### src/rtl/dp_hap_stream_feeder.sv
// Haplotype feeder for the PairHMM PE chain: buffers one haplotype, then drives PE0 with refresh, burst and boundaries.
// Optional feature macro: DP_FEEDER_REPLAY_EN adds i_replay to re-stream the last loaded haplotype.
module dp_hap_stream_feeder #(
    parameter int SCORE_BW    = 16,
    parameter int HAP_MAX_LEN = 1024,
    parameter int LEN_BW      = 11,
    parameter int NUM_PE      = 32
) (
    input  logic                clk,
    input  logic                rst,
    input  logic                i_start,
    input  logic [LEN_BW-1:0]   i_hap_len,
    input  logic                i_hap_valid,
    input  logic [1:0]          i_hap_base,
    output logic                o_hap_ready,
    output logic                o_refresh,
    output logic                o_en,
    output logic [1:0]          o_hap_base,
    output logic [SCORE_BW-1:0] o_A_diag,
    output logic [SCORE_BW-1:0] o_INDEL_diag,
    output logic [SCORE_BW-1:0] o_A_top_add_M2I,
    output logic [SCORE_BW-1:0] o_I_top,
    output logic                o_busy,
    output logic                o_done
`ifdef DP_FEEDER_REPLAY_EN
    ,
    input  logic                i_replay
`endif
);

    localparam int ADDR_BW  = (HAP_MAX_LEN > 1) ? $clog2(HAP_MAX_LEN) : 1;
    localparam int DRAIN_BW = $clog2(NUM_PE + 3);
    localparam logic [SCORE_BW-1:0] MOST_NEG   = {1'b1, {(SCORE_BW-1){1'b0}}};
    localparam logic [LEN_BW-1:0]   MAX_LEN    = LEN_BW'(HAP_MAX_LEN);
    localparam logic [DRAIN_BW-1:0] DRAIN_LAST = DRAIN_BW'(NUM_PE + 2);

    typedef enum logic [2:0] {
        S_IDLE,
        S_LOAD,
        S_REFRESH,
        S_STREAM,
        S_DRAIN,
        S_DONE
    } state_t;

    state_t               state_q, state_d;
    logic [LEN_BW-1:0]    len_q, len_d;
    logic [LEN_BW-1:0]    wr_ptr_q, wr_ptr_d;
    logic [LEN_BW-1:0]    rd_ptr_q, rd_ptr_d;
    logic [DRAIN_BW-1:0]  drain_cnt_q, drain_cnt_d;
    logic                 hap_ready_q, hap_ready_d;
    logic                 refresh_q, refresh_d;
    logic                 en_q, en_d;
    logic [1:0]           hap_base_q, hap_base_d;
    logic [SCORE_BW-1:0]  a_diag_q, a_diag_d;
    logic [SCORE_BW-1:0]  bnd_q, bnd_d;
    logic                 busy_q, busy_d;
    logic                 done_q, done_d;
`ifdef DP_FEEDER_REPLAY_EN
    logic                 job_done_q, job_done_d;
`endif

    logic [1:0]           hap_mem [HAP_MAX_LEN];
    logic [LEN_BW-1:0]    len_clamped;
    logic                 wr_en;

    assign len_clamped = (i_hap_len > MAX_LEN) ? MAX_LEN : i_hap_len;
    assign wr_en       = (state_q == S_LOAD) && hap_ready_q && i_hap_valid;

    always_comb begin
        state_d     = state_q;
        len_d       = len_q;
        wr_ptr_d    = wr_ptr_q;
        rd_ptr_d    = rd_ptr_q;
        drain_cnt_d = drain_cnt_q;
        hap_ready_d = 1'b0;
        refresh_d   = 1'b0;
        en_d        = 1'b0;
        hap_base_d  = hap_base_q;
        a_diag_d    = MOST_NEG;
        bnd_d       = MOST_NEG;
        done_d      = 1'b0;
`ifdef DP_FEEDER_REPLAY_EN
        job_done_d  = job_done_q;
`endif
        case (state_q)
            S_IDLE: begin
                wr_ptr_d = '0;
                if (i_start) begin
                    len_d = len_clamped;
                    if (len_clamped == '0) begin
                        state_d   = S_REFRESH;
                        refresh_d = 1'b1;
                    end else begin
                        state_d     = S_LOAD;
                        hap_ready_d = 1'b1;
                    end
                end
`ifdef DP_FEEDER_REPLAY_EN
                else if (i_replay && job_done_q) begin
                    state_d   = S_REFRESH;
                    refresh_d = 1'b1;
                end
`endif
            end
            S_LOAD: begin
                hap_ready_d = 1'b1;
                if (wr_en) begin
                    wr_ptr_d = wr_ptr_q + LEN_BW'(1);
                    // Ready is registered, so it must fall in the same cycle as the last beat lands.
                    if (wr_ptr_q == len_q - LEN_BW'(1)) begin
                        state_d     = S_REFRESH;
                        hap_ready_d = 1'b0;
                        refresh_d   = 1'b1;
                    end
                end
            end
            S_REFRESH: begin
                if (len_q == '0) begin
                    state_d = S_DONE;
                    done_d  = 1'b1;
                end else begin
                    state_d    = S_STREAM;
                    en_d       = 1'b1;
                    hap_base_d = hap_mem[0];
                    a_diag_d   = '0;
                    rd_ptr_d   = LEN_BW'(1);
                end
            end
            S_STREAM: begin
                // rd_ptr_q counts bases already presented; it doubles as the next read address.
                if (rd_ptr_q == len_q) begin
                    state_d     = S_DRAIN;
                    drain_cnt_d = '0;
                end else begin
                    en_d       = 1'b1;
                    hap_base_d = hap_mem[rd_ptr_q[ADDR_BW-1:0]];
                    rd_ptr_d   = rd_ptr_q + LEN_BW'(1);
                end
            end
            S_DRAIN: begin
                if (drain_cnt_q == DRAIN_LAST) begin
                    state_d = S_DONE;
                    done_d  = 1'b1;
                end else begin
                    drain_cnt_d = drain_cnt_q + DRAIN_BW'(1);
                end
            end
            S_DONE: begin
                state_d = S_IDLE;
`ifdef DP_FEEDER_REPLAY_EN
                job_done_d = 1'b1;
`endif
            end
            default: state_d = S_IDLE;
        endcase
        busy_d = (state_d != S_IDLE);
    end

    always_ff @(posedge clk) begin
        if (rst) begin
            state_q     <= S_IDLE;
            len_q       <= '0;
            wr_ptr_q    <= '0;
            rd_ptr_q    <= '0;
            drain_cnt_q <= '0;
            hap_ready_q <= 1'b0;
            refresh_q   <= 1'b0;
            en_q        <= 1'b0;
            hap_base_q  <= '0;
            a_diag_q    <= MOST_NEG;
            bnd_q       <= MOST_NEG;
            busy_q      <= 1'b0;
            done_q      <= 1'b0;
`ifdef DP_FEEDER_REPLAY_EN
            job_done_q  <= 1'b0;
`endif
        end else begin
            state_q     <= state_d;
            len_q       <= len_d;
            wr_ptr_q    <= wr_ptr_d;
            rd_ptr_q    <= rd_ptr_d;
            drain_cnt_q <= drain_cnt_d;
            hap_ready_q <= hap_ready_d;
            refresh_q   <= refresh_d;
            en_q        <= en_d;
            hap_base_q  <= hap_base_d;
            a_diag_q    <= a_diag_d;
            bnd_q       <= bnd_d;
            busy_q      <= busy_d;
            done_q      <= done_d;
`ifdef DP_FEEDER_REPLAY_EN
            job_done_q  <= job_done_d;
`endif
        end
    end

    always_ff @(posedge clk) begin
        if (wr_en) begin
            hap_mem[wr_ptr_q[ADDR_BW-1:0]] <= i_hap_base;
        end
    end

    assign o_hap_ready     = hap_ready_q;
    assign o_refresh       = refresh_q;
    assign o_en            = en_q;
    assign o_hap_base      = hap_base_q;
    assign o_A_diag        = a_diag_q;
    assign o_INDEL_diag    = bnd_q;
    assign o_A_top_add_M2I = bnd_q;
    assign o_I_top         = bnd_q;
    assign o_busy          = busy_q;
    assign o_done          = done_q;

endmodule
### config.mk
export PLATFORM = sky130hd
export DESIGN_NAME = dp_hap_stream_feeder
export DESIGN_NICKNAME = d
export VERILOG_FILES = /design/src/rtl/dp_hap_stream_feeder.sv
export SDC_FILE = /design/constraint.sdc
export NUM_CORES = 2
export LEC_CHECK = 0
export ABC_AREA = 1
export CAP_MARGIN = 20
export CORE_MARGIN = 2
export CORE_UTILIZATION = 33
export DETAILED_ROUTE_END_ITERATION = 7
export HOLD_SLACK_MARGIN = 0.05
export SLEW_MARGIN = 5
export SYNTH_ARGS = -nofsm -noshare
export SYNTH_HDL_FRONTEND = slang
export SYNTH_SLANG_ARGS = --single-unit
### constraint.sdc
create_clock -name clk -period 2.8 [get_ports clk]
set_input_delay 0.56 -clock clk [delete_from_list [all_inputs] [get_ports clk]]
set_output_delay 0.56 -clock clk [all_outputs]
set_load 0.005 [all_outputs]
== Word-level counts from Yosys, hierarchy flattened ==
Memories as Yosys holds them, arrays and structs flattened. A register that Yosys moved wholly into a read port is not among the register bits.
Cells that the tools add are included.

* Bits in registers: 65
* Bits in latches: 0
* Memory bits (writable): 2048
* ROM bits: 0
* Bits of input ports: 17
* Output and inout bits: 71
* Logic and storage cells: 86
* Memories: 1

{| class="wikitable"
|+ Memories
! memory !! words !! width !! rd ports !! clocked after Yosys merged registers in !! write ports !! RTL line !! text
|-
| hap_mem || 1024 || 2 || 2 || 1 || 1 || 63 || <nowiki>logic [1:0] hap_mem [HAP_MAX_LEN];</nowiki>
|}

* $add $sub $neg: 4
* Multiply operators: 0
* Div/mod/pow operators: 0
* $lt $le $gt $ge: 1
* Equality and inequality tests: 12
* Shifts and indexed selects: 0
* Muxes and demuxes: 41
* Bitwise operators: 1
* Reductions and logical operators: 14

{| class="wikitable"
|+ Operator list
! cell !! number
|-
| two-way mux 11 bit || 4
|-
| one-hot mux 11 bit (2 select lines) || 2
|-
| adder 11 x 1 -> 11 bit, second input constant || 2
|-
| == test 11 bit || 2
|-
| zero test 11 bit || 2
|-
| two-way mux 10 bit || 2
|-
| two-way mux 3 bit || 6
|-
| two-way mux 16 bit || 1
|-
| one-hot mux 3 bit (5 select lines) || 1
|-
| two-way mux 1 bit || 14
|-
| two-way mux 6 bit || 2
|-
| one-hot mux 6 bit (2 select lines) || 1
|-
| greater-than comparator 11 bit, second input constant || 1
|-
| subtractor 11 x 1 -> 11 bit, second input constant || 1
|-
| inequality test 2 bit, second input constant || 5
|-
| one-hot mux 1 bit (2 select lines) || 4
|-
| adder 6 x 1 -> 6 bit, second input constant || 1
|-
| == test 3 x 2 -> 1 bit, second input constant || 2
|-
| == test 6 bit, second input constant || 1
|-
| two-way mux 2 bit || 3
|-
| AND reduction 3 bit || 2
|-
| nonzero test 2 bit || 3
|-
| one-hot mux 2 bit (2 select lines) || 1
|-
| AND reduction 2 bit || 2
|-
| 7 further kinds || 8
|}

== Depth between registers and ports, before layout ==
* Depth in word-level cells: 7
* Gate-level depth with buffers: 19
* Gate-level depth less buffers: 15

== Worst setup path before layout ==
No wires, ideal clock.

* Path kind: reg2reg
* Start: register len_q[0]
* End: register state_q[0]
* Setup time: 108 ps
* Arrival: 2110 ps
* Required time: 2692 ps
* Setup slack: 582 ps
* Stages on the path, launching flop included: 13
* Path buffers: 0
* Period minus slack after synthesis: 2218 ps
* Cell sequence: dfxtp_1 > inv_1 > ha_1 > or2_2 > a22oi_1 > nand3_1 > nor3_1 > nor3b_1 > nand4_1 > a21boi_1 > and2_1 > or2_1 > inv_1

* Cells in the longest elaborated chain, start to end: 5
* Elaborated cells between the ends (all ways): 7
* Those cells by class: add/sub (1); eq/ne (2); mux (4)

{| class="wikitable"
|+ Ends and longest elaborated chain
! item !! RTL line !! text
|-
| start: declaration || 47 || <nowiki>logic [LEN_BW-1:0] len_q, len_d;</nowiki>
|-
| start signal: assignment || 180 || <nowiki>len_q <= len_d;</nowiki>
|-
| subtractor 11 x 1 -> 11 bit || 111 || <nowiki>if (wr_ptr_q == len_q - LEN_BW'(1)) begin</nowiki>
|-
| == test 11 bit || 111 ||
|-
| two-way mux 3 bit || 111 ||
|-
| two-way mux 3 bit || 108 || <nowiki>if (wr_en) begin</nowiki>
|-
| one-hot mux 3 bit (5 select lines) (*) || 86 || <nowiki>case (state_q)</nowiki>
|-
| end signal: assignment || 179 || <nowiki>state_q <= state_d;</nowiki>
|-
| end: declaration || 46 || <nowiki>state_t state_q, state_d;</nowiki>
|}

Mark *: on every way between the ends. The rest lies on a longest branch, timed or not.
A chain may end at the register's enable or synchronous reset.

==> qor.txt <==
Status - finished, violations left
Failing checks - negative setup slack
Share of cells above drive strength 1 - 0.108
Design Power - 62200 µW
Clk sinks - 2108
Ports - 88
Core Region - 273000 µm²
Iteration-0 DRC Markers - 7858
Synth top cells by count - nand2_1 (2166), nand3_1 (2073), edfxtp_1 (2048)
Count of final setup violators - 1
Via-to-Cell Ratio - 5.33
Total GRT Usage - 0.193
Final period util - 1.02
Cell accounting for the most synthesized area - edfxtp_1
DR vias - 65.2k
Die Ht - 527 µm
Max-cap violations - 0
Unrepaired setup endpoints after global routing - yes
Largest net degree at the start of global routing - 154
DIE AREA - 278000 µm²
Register clock-pin slew on the reported worst setup and hold paths - 0.06 ns
F_max - 351 MHz
Top-count cell post-synth - nand2_1
Distinct cell type count after synthesis - 42
Mapped cell area - 90300 µm²
Worst Hold Depth - 1
Clock buffer depth - 3
Initial Util - 0.331
Area share of the largest cell type after synthesis - 0.681
Crit path time final - 2.85 ns
Row cnt - 192
Worst setup path category - register to register
Clk root buf - clkbuf_16
Worst min path class - primary input to register
P&R area growth vs syn - 16.8%
Total Neg Setup Slack - -0.0455 ns
Nets - 8516
Fin worst setup slack - -0.0455 ns
Startpoint type of the worst setup path - register
Post-route DRC - 0
Data arrival, critical path - 3.58 ns
Number of cells on the worst reg-to-reg path - 16
Global placer's final weighted congestion - 0.842
FF-to-FF End - o_hap_base[0]$_SDFFE_PP0P_
Top_reg_cell synth - edfxtp_1
Mean Syn Cell Area - 10.8 µm²
Power per Cell Area - 590 nW/µm²
Worst EP required - 3.54 ns
TritonRoute pass-1 iters - 6
Post-synthesis sequential element count - 2108
Slew @ Worst Pin - 1.03 ns
Number of fillers in the final layout - 26.2k
WHS Endpoint - hap_mem[86][0]$_DFFE_PP_
Ys Warns - 0
Synth area leaders - edfxtp_1 (68%), nand3_1 (11%), nand2_1 (9.0%)
Worst hold start - i_hap_base[0]
Initial antenna violation count - 10
Chip width - 527 µm
Hold-fix buffers, CTS - 0
Overflow after GRT - 0
Final core occ - 0.386
Static Leak - 0.0359 µW
Insertion delay to the later sink of the worst-skew pair - 0.86 ns
EDFF count, synth - 2048
Setup Skew - 0.0295 ns
Post-route ant nets - 0
Crit path max fanout - 22
First-pass GRT wire length - 404000 µm
Wire length per cell - 22.6 µm
Synth async-reset ratio - 0
Max Transition Viols Final - 0
Peak supply drop - 0.585 mV
FF-to-FF setup slack - -0.05 ns
IO Port Bufs - 24
Critical path endpoint category - register
Vias in the first global route - 62.8k
Syn Inst Count - 8365
TritonCTS clock tree - done
TritonCTS buffer count - 213
Slew HR - 0.308
Detail Placement HPWL - 163000 µm
Final Hold Vio Count - 0
H-tree Lvls - 4
WL final - 276000 µm
Sequential element share of the synthesized area - 0.695
==> timing repair <==
action / 4_1_cts / 5_1_grt
buffers inserted: 3 / 10
gates resized for setup: 54 / 42
gates cloned: 8 / 5
pin swaps: 1 / 1
endpoints found under the setup margin: 2 / 2
==> placed cells by master, fill, tap and decap left out, types with 10 or more instances in the layout <==
master and n:
inv_1 61, xor2_1 19, conb_1 63, nand3_2 40, clkbuf_1 48, dfxtp_1 54
clkinv_1 46, nand3_4 23, buf_4 324, buf_16 13, nand2_4 12, inv_6 10
buf_6 13, edfxtp_1 2048, nand3_1 2010, o21ai_0 14, nor2_1 1078, nor3_1 27
a21oi_1 32, clkbuf_16 222, clkdlybuf4s50_1 22, buf_12 176, clkinv_2 47, nand2_1 2154
==> cells by family (layout without fill, tap and decap cells) <==
family,after synthesis,after routing,share of synthesized area
xor gates and xnor gates,28,28,0.00272
DFF,2108,2108,0.695
buffers and inverters,787,1017,0.0440
and+or+nand+nor,5378,5378,0.254
AOI/OAI and AO/OA,53,53,0.00315
adders and majority gates,9,9,0.00125
other,2,67,0.0000832
==> critical path: stages (launching register included) <==
cell and delay (ns):
dfxtp_4 0.49, buf_4 0.26, buf_4 0.33, nand3_1 0.12
nand3_1 0.09, nand3_1 0.14, nand3_1 0.16, nand3_1 0.20
nand3_1 0.18, nand3_2 0.12, nand3_2 0.11, nand2_1 0.07
nand2_1 0.07, nand3_2 0.11, buf_12 0.14, nand2_1 0.04
a21oi_1 0.06
==> through the flow <==
step	hold WS, ns	area, µm²	std cells	worst slack [ns]
after CTS	0.0726	105000	12200	0.00466
after floorplan	0.451	90500	8426	0.582
after global placement	0.477	98100	11800	-0.407
after detailed placement	0.481	98100	11800	-0.419
final	0.134	105000	12200	-0.0455
after global routing	0.107	105000	12200	-0.129
==> final cells by class <==
class                      count  area [µm²]  area share
antenna                        4        10.0   0.0000949
clock buffer                 269        5650      0.0536
clock inverter               112         767     0.00727
inverter                      71         323     0.00306
multi-input combinational   5531       24400       0.232
sequential                  2108       62700       0.595
tap                         3589        4490      0.0426
timing repair buffer         564        7060      0.0669
timing repair inverter         1        16.3    0.000154
==> worst max-delay path by stage <==
| stage | start | depth (start not counted) | slack (ns) | endpoint |
|---|---|---|---|---|
| finish | register | 16 | -0.05 | o_hap_base[0]$_SDFFE_PP0P_ |
| global route | register | 19 | -0.13 | o_hap_base[0]$_SDFFE_PP0P_ |
| global placement | register | 18 | -0.41 | o_hap_base[0]$_SDFFE_PP0P_ |
| detailed placement | register | 18 | -0.42 | o_hap_base[0]$_SDFFE_PP0P_ |
| CTS | register | 20 | 0.005 | o_hap_base[0]$_SDFFE_PP0P_ |
| floorplan | len_q[0]$_SDFFE_PP0P_ | 12 | 0.58 | state_q[0]$_SDFF_PP0_ |
==> routing by layer <==
metal | part of all wire | track usage | wire, µm
met1 | 0.40 | 0.258 | 111000
met2 | 0.47 | 0.315 | 129000
met3 | 0.091 | 0.0299 | 25100
met4 | 0.042 | 0.0760 | 11500
met5 | 0.000047 | 0 | 13
==> sequential cells by signal (all words and copies together), names as in the netlist, named ones only <==
signal and count:
o_hap_ready 1, o_busy 1, state_q 3, o_refresh 1, drain_cnt_q 6, hap_mem 2048
o_en 1, rd_ptr_q 11, len_q 11, wr_ptr_q 11, o_hap_base 2, o_A_diag 1
o_done 1
==> power by group <==
part | internal (µW) | switching, µW
combinational | 197 | 646
sequential | 34600 | 15.6
clock | 14800 | 12000
total | 49600 | 12600
No activity file was read; power rests on OpenSTA's default activity.
